$ cat src/rtl/adder_seq_pkg.sv
// Shared definitions for the multi-precision add sequencer: byte width,
// FSM state encoding, operation codes and a small index-width helper.
package adder_seq_pkg;

  localparam int BYTE_W = 8;

  // Operation select values (subtract only reachable when ADDSEQ_SUB_EN is defined)
  localparam logic OP_ADD = 1'b0;
  localparam logic OP_SUB = 1'b1;

  typedef enum logic [1:0] {
    IDLE = 2'd0,
    RUN  = 2'd1,
    DONE = 2'd2
  } state_t;

  // Width of a counter indexing n bytes; at least one bit so NBYTES=1 still has a counter
  function automatic int idx_width(input int n);
    return (n <= 2) ? 1 : $clog2(n);
  endfunction

endpackage

$ cat src/rtl/adder_byte_slice.sv
// Combinational 8-bit add slice: {cout, sum} = a + b + cin.
// The sequencer time-shares a single instance across all operand bytes.
module adder_byte_slice
  import adder_seq_pkg::*;
(
  input  logic [BYTE_W-1:0] a,
  input  logic [BYTE_W-1:0] b,
  input  logic              cin,
  output logic [BYTE_W-1:0] sum,
  output logic              cout
);

  logic [BYTE_W:0] total;

  // Nine-bit sum so the carry falls out as the top bit
  assign total = {1'b0, a} + {1'b0, b} + {{BYTE_W{1'b0}}, cin};
  assign sum   = total[BYTE_W-1:0];
  assign cout  = total[BYTE_W];

endmodule

$ cat src/rtl/adder_8bit_seq_ctrl.sv
// Multi-precision add sequencer: accepts NBYTES-wide operands over valid/ready,
// adds one byte per cycle LSB first through one shared byte slice, chaining the
// carry, and holds {carry_out, result} until the consumer takes it.
// Optional macro ADDSEQ_SUB_EN adds an op_sub input; when set the B operand is
// inverted and the chain starts from ~carry_in, giving op_a - op_b - carry_in
// with carry_out = 1 meaning no borrow.
module adder_8bit_seq_ctrl
  import adder_seq_pkg::*;
#(
  parameter int NBYTES = 4
) (
  input  logic                     clk,
  input  logic                     rst_n,
  input  logic                     in_valid,
  output logic                     in_ready,
  input  logic [BYTE_W*NBYTES-1:0] op_a,
  input  logic [BYTE_W*NBYTES-1:0] op_b,
  input  logic                     carry_in,
`ifdef ADDSEQ_SUB_EN
  input  logic                     op_sub,
`endif
  output logic                     out_valid,
  input  logic                     out_ready,
  output logic [BYTE_W*NBYTES-1:0] result,
  output logic                     carry_out,
  output logic                     busy
);

  localparam int W     = BYTE_W * NBYTES;
  localparam int IDX_W = idx_width(NBYTES);
  localparam logic [IDX_W-1:0] LAST_IDX = IDX_W'(NBYTES - 1);

  state_t             state_reg, state_next;
  logic [IDX_W-1:0]   byte_idx_reg;
  logic [W-1:0]       a_reg, b_reg, result_reg;
  logic               carry_reg;
  logic               sub_sel;
  logic               accept, run_active;
  logic [NBYTES-1:0]  byte_we;
  logic [BYTE_W-1:0]  slice_sum;
  logic               slice_cout;

`ifdef ADDSEQ_SUB_EN
  assign sub_sel = op_sub;
`else
  assign sub_sel = OP_ADD;
`endif

  assign accept     = (state_reg == IDLE) && in_valid;
  assign run_active = (state_reg == RUN);

  // Operands shift down a byte per RUN cycle, so the slice always sees bits [7:0]
  adder_byte_slice u_slice (
    .a    (a_reg[BYTE_W-1:0]),
    .b    (b_reg[BYTE_W-1:0]),
    .cin  (carry_reg),
    .sum  (slice_sum),
    .cout (slice_cout)
  );

  // One write enable per result byte, selected by the running byte index
  genvar gi;
  generate
    for (gi = 0; gi < NBYTES; gi++) begin : g_byte_we
      assign byte_we[gi] = run_active && (byte_idx_reg == IDX_W'(gi));
    end
  endgenerate

  // State register
  always_ff @(posedge clk or negedge rst_n) begin
    if (!rst_n) state_reg <= IDLE;
    else        state_reg <= state_next;
  end

  // Next-state and handshake outputs
  always_comb begin
    state_next = state_reg;
    in_ready   = 1'b0;
    out_valid  = 1'b0;
    busy       = 1'b0;
    case (state_reg)
      IDLE: begin
        in_ready = 1'b1;
        if (in_valid) state_next = RUN;
      end
      RUN: begin
        busy = 1'b1;
        if (byte_idx_reg == LAST_IDX) state_next = DONE;
      end
      DONE: begin
        busy      = 1'b1;
        out_valid = 1'b1;
        if (out_ready) state_next = IDLE;
      end
      default: state_next = IDLE;
    endcase
  end

  // Operand capture/shift, carry chain and byte index; subtract folds into capture
  always_ff @(posedge clk or negedge rst_n) begin
    if (!rst_n) begin
      a_reg        <= '0;
      b_reg        <= '0;
      carry_reg    <= 1'b0;
      byte_idx_reg <= '0;
    end else if (accept) begin
      a_reg        <= op_a;
      b_reg        <= (sub_sel == OP_SUB) ? ~op_b : op_b;
      carry_reg    <= (sub_sel == OP_SUB) ? ~carry_in : carry_in;
      byte_idx_reg <= '0;
    end else if (run_active) begin
      a_reg     <= a_reg >> BYTE_W;
      b_reg     <= b_reg >> BYTE_W;
      carry_reg <= slice_cout;
      if (byte_idx_reg != LAST_IDX) byte_idx_reg <= byte_idx_reg + 1'b1;
    end
  end

  // Result bytes written in place as the chain reaches them
  always_ff @(posedge clk or negedge rst_n) begin
    if (!rst_n) begin
      result_reg <= '0;
    end else begin
      for (int i = 0; i < NBYTES; i++) begin
        if (byte_we[i]) result_reg[i*BYTE_W +: BYTE_W] <= slice_sum;
      end
    end
  end

  assign result    = result_reg;
  assign carry_out = carry_reg;

endmodule

$ cat config.mk
export PLATFORM = sky130hd
export DESIGN_NAME = adder_8bit_seq_ctrl
export DESIGN_NICKNAME = d
export VERILOG_FILES = /design/src/rtl/adder_seq_pkg.sv /design/src/rtl/adder_byte_slice.sv /design/src/rtl/adder_8bit_seq_ctrl.sv
export SDC_FILE = /design/constraint.sdc
export NUM_CORES = 1
export LEC_CHECK = 0
export ABC_AREA = 1
export ABC_CLOCK_PERIOD_IN_PS = 2000
export CAP_MARGIN = 10
export CELL_PAD_IN_SITES_DETAIL_PLACEMENT = 1
export CELL_PAD_IN_SITES_GLOBAL_PLACEMENT = 2
export CORE_MARGIN = 4
export CORE_UTILIZATION = 27
export CTS_CLUSTER_DIAMETER = 150
export DETAILED_ROUTE_END_ITERATION = 8
export PLACE_DENSITY_LB_ADDON = 0.1
export SLEW_MARGIN = 0
export SYNTH_ARGS = -nofsm -noshare
export SYNTH_HDL_FRONTEND = slang
export SYNTH_SLANG_ARGS = --single-unit
$ cat constraint.sdc
create_clock -name clk -period 2 [get_ports clk]
set_clock_uncertainty 0.15 [all_clocks]
set_input_delay 0.2 -clock clk [delete_from_list [all_inputs] [get_ports clk]]
set_output_delay 0.2 -clock clk [all_outputs]
set_load 0.01 [all_outputs]
==> run_results.csv, run 1 <==
group,metric,value,unit
clocking,clk_path_buf_depth,2,
setup_path,crit_start,"b_reg[0]",
sta,period_share,97.2,%
placement,dp_hpwl,10.2,mm
setup_path,path_class,"reg -> reg",
worst_hold_path,hold_class,"in -> async",
final_layout,nets,746,
floorplanning,die_h,141,µm
global_route,grt.total_usage,14.4,%
placement,io_buffers,104,
sta,slew_headroom,69.5,%
power_and_ir_drop,total_power,0.0106,W
final_layout,syn2layout_area_growth,34.9,%
global_route,grt_pass1_wl,23.0,mm
drt,ant_nets,0,
global_route,grt_max_degree,48,
placement,dp.cells,874,
sta,fmax,514,MHz
synth,synthesis.area,4750,µm²
drt,vias,4085,
floorplanning,die_x,141,µm
floorplanning,initial_core_util,27.5,%
sta,rsz0062_at_grt,"true",
global_route,grt_overflow,0,
setup_path,cp_data_arrival_time,1990,ps
clocking,cts_sinks,101,
clocking,post_cts_buffers,0,
synth,yosysSeqAreaShare,53.2,%
setup_path,crit_buf_inv,2,
drt,drt_iter0_drc,170,
clocking,cts.clk_slew.worst_paths,70,ps
run,drv_cap,0,
synth,synth-seq-cells,101,
drt,wl_per_cell,15.4,µm
sta,hold_violations,0,
floorplanning,core,17200,µm²
sta,post-route-min-period,1940,ps
floorplanning,rows,48,
sta,setup_violations,0,
synth,ys_types,27,
clocking,cts_tree,"built",
setup_path,crit_path_end_kind,"flop",
setup_path,crit_chain,"fa_2, inv_2, fa_2, buf_4, xor2_1, o21ai_0",
clocking,clock_latency,340,ps
placement,gp_congestion,0.788,
power_and_ir_drop,leakagePower,3.02,nW
global_route,grt_pass1_vias,4480,
clocking,htreeDepth,3,
sta,timing.hold.ws,178,ps
synth,syn-mean-instance-area,8.52,µm²
drt,routed_wl,13.7,mm
drt,first_pass_iters,4,
synth,yosysWarnings,0,
power_and_ir_drop,powerDensity,1650,nW/µm²
synth,netlist_instances,557,
setup_path,crit_top_cell,"fa_2",
setup_path,slowest_delay,410,ps
floorplanning,die_area,19800,µm²
power_and_ir_drop,peakVddDrop,0.000584,V
setup_path,critPathSlowestCell,"dfrtp_1",
floorplanning,ios,105,
clocking,cts_buffers,9,
setup_path,cp_top_family,"adder cells",
synth,synth_nets,642,
drt,drc,0,
drt,routed_via_density,4.58,
setup_path,reg2reg_from,"b_reg[0]",
sta,worst_pin_slew,457,ps
setup_path,critPathLaunchType,"flop",
clocking,root_buffer,"clkbuf_16",
final_layout,final_cell_count_no_fill,891,
sta,maxSlewViolCount,0,
setup_path,worst-path-max-fanout,4,
run_status,status,"complete, no violations",
setup_path,worstPathRequired,2050,ps
final_layout,drive_gt1_share,8.41,%
global_route,antenna_found_initial,1,
final_layout,insertedDiodeCount,0,
[cells by family after synthesis]
logic type | after synthesis | synth area share, %
adders and majority gates | 16 | 4.53
and+or+nand+nor | 230 | 20.6
AOI/OAI and AO/OA | 122 | 13.3
DFF | 101 | 53.2
xor gates and xnor gates | 1 | 0.184
buffers and inverters | 87 | 8.14
[per-layer routing]
metal | GRT usage (%) | vias to the layer above | wire length, µm
met5 | 0 | - | 19
met4 | 3.72 | 2 | 142
met3 | 3.22 | 12 | 584
met2 | 24.7 | 74 | 6790
met1 | 18.5 | 1991 | 6150
li1 | - | 2006 | -
[area by class of cell]
class | count | area [µm²]
inverters | 60 | 228
clock buffers | 13 | 260
fillers | 1994 | 10800
clock inverters | 3 | 20.0
repair buffers | 120 | 1220
multi-input cells | 369 | 1870
flip-flops and latches | 101 | 2530
well taps | 225 | 282
[path summary, 6_finish.rpt]
| path | cells after the start | slack, ps | endpoint |
|---|---|---|---|
| max | 6 | 60 | result[2] |
| min | 2 | 180 | result[25] |
| max reg2reg | 6 | 60 | result[2] |
| min reg2reg | 2 | 330 | result[21] |
| max in group asynchronous | 3 | 800 | result[12] |
| min in group clk | 3 | 270 | b_reg[28] |
[worst reg2reg max path: cells and delay by family, from the launching register on]
family	cells	cell delay, ps
fa+ha+maj	2	610
compound gates	1	140
xor+xnor	1	320
flops	1	410
buf+inv	2	180
[stage by stage]
stage	worst slack [ps]	cell area [µm²]	utilization [%]	setup TNS [ps]
after floorplan	79.4	4750	-	0
after global placement	57.5	6070	35.2	0
after detailed placement	4.89	6070	35.2	0
after CTS	3.36	6360	36.9	0
after global routing	-32.5	6400	37.2	-173
final	55.9	6400	37.2	0
[what timing repair did]
item	CTS	global route
cloned	0	0
pin swaps	1	3
endpoints found under the hold margin	26	0
resized for setup	2	15
hold buffers	1	0
endpoints found under the setup margin	4	44
[where the power goes]
group	switching (W)	internal, W
Sequential	0.000469	0.00304
Combinational	0.00318	0.00219
Clock	0.000761	0.000912
Total	0.00441	0.00615
[cell usage in the layout, fill, tap and decap left out]
cell type        instances
a21o_1                   1
xor2_1                   1
nor2_1                   9
buf_4                   12
nand3_2                  6
dlymetal6s2s_1           2
nand2_1                154
o21ai_1                 72
clkbuf_1                 2
nand2_2                  7
clkbuf_8                 2
buf_12                   4
nand3_1                 50
a21oi_1                  3
or2_4                    2
o21bai_1                 1
a21oi_2                  1
o211ai_1                 2
o221ai_2                 1
ha_1                    13
inv_1                   55
clkinv_2                 1
a211oi_1                 1
clkdlybuf4s50_1        101
inv_4                    1
fa_2                     2
nand3b_2                 1
o21ai_0                 40
clkinvlp_4               2
inv_2                    4
ha_2                     1
dfrtp_1                101
clkbuf_16                9
dlygate4sd3_1            1
nand3b_1                 1
[cell usage after synthesis, drive strengths merged]
cell    number  share of area (%)
nor2         9               0.71
clkbuf       3               0.24
inv         60                4.7
ha          14                3.7
o21bai       1               0.16
o221ai       1               0.32
nand3b       2               0.40
fa           2               0.84
a211oi       1               0.16
or2          2               0.32
dfrtp      101                 53
nand2      161                 13
buf         24                3.2
xor2         1               0.18
a21oi        4               0.42
nand3       56                6.2
o211ai       2               0.32
o21ai      112                 12
a21o         1               0.16
(Power assumes the default switching activity.)
==> run 2: changes to the inputs <==
- CTS_CLUSTER_DIAMETER: 150 -> not set
==> results of run 2 <==
Final layout, timing and power as in run 1 (identical DEF).
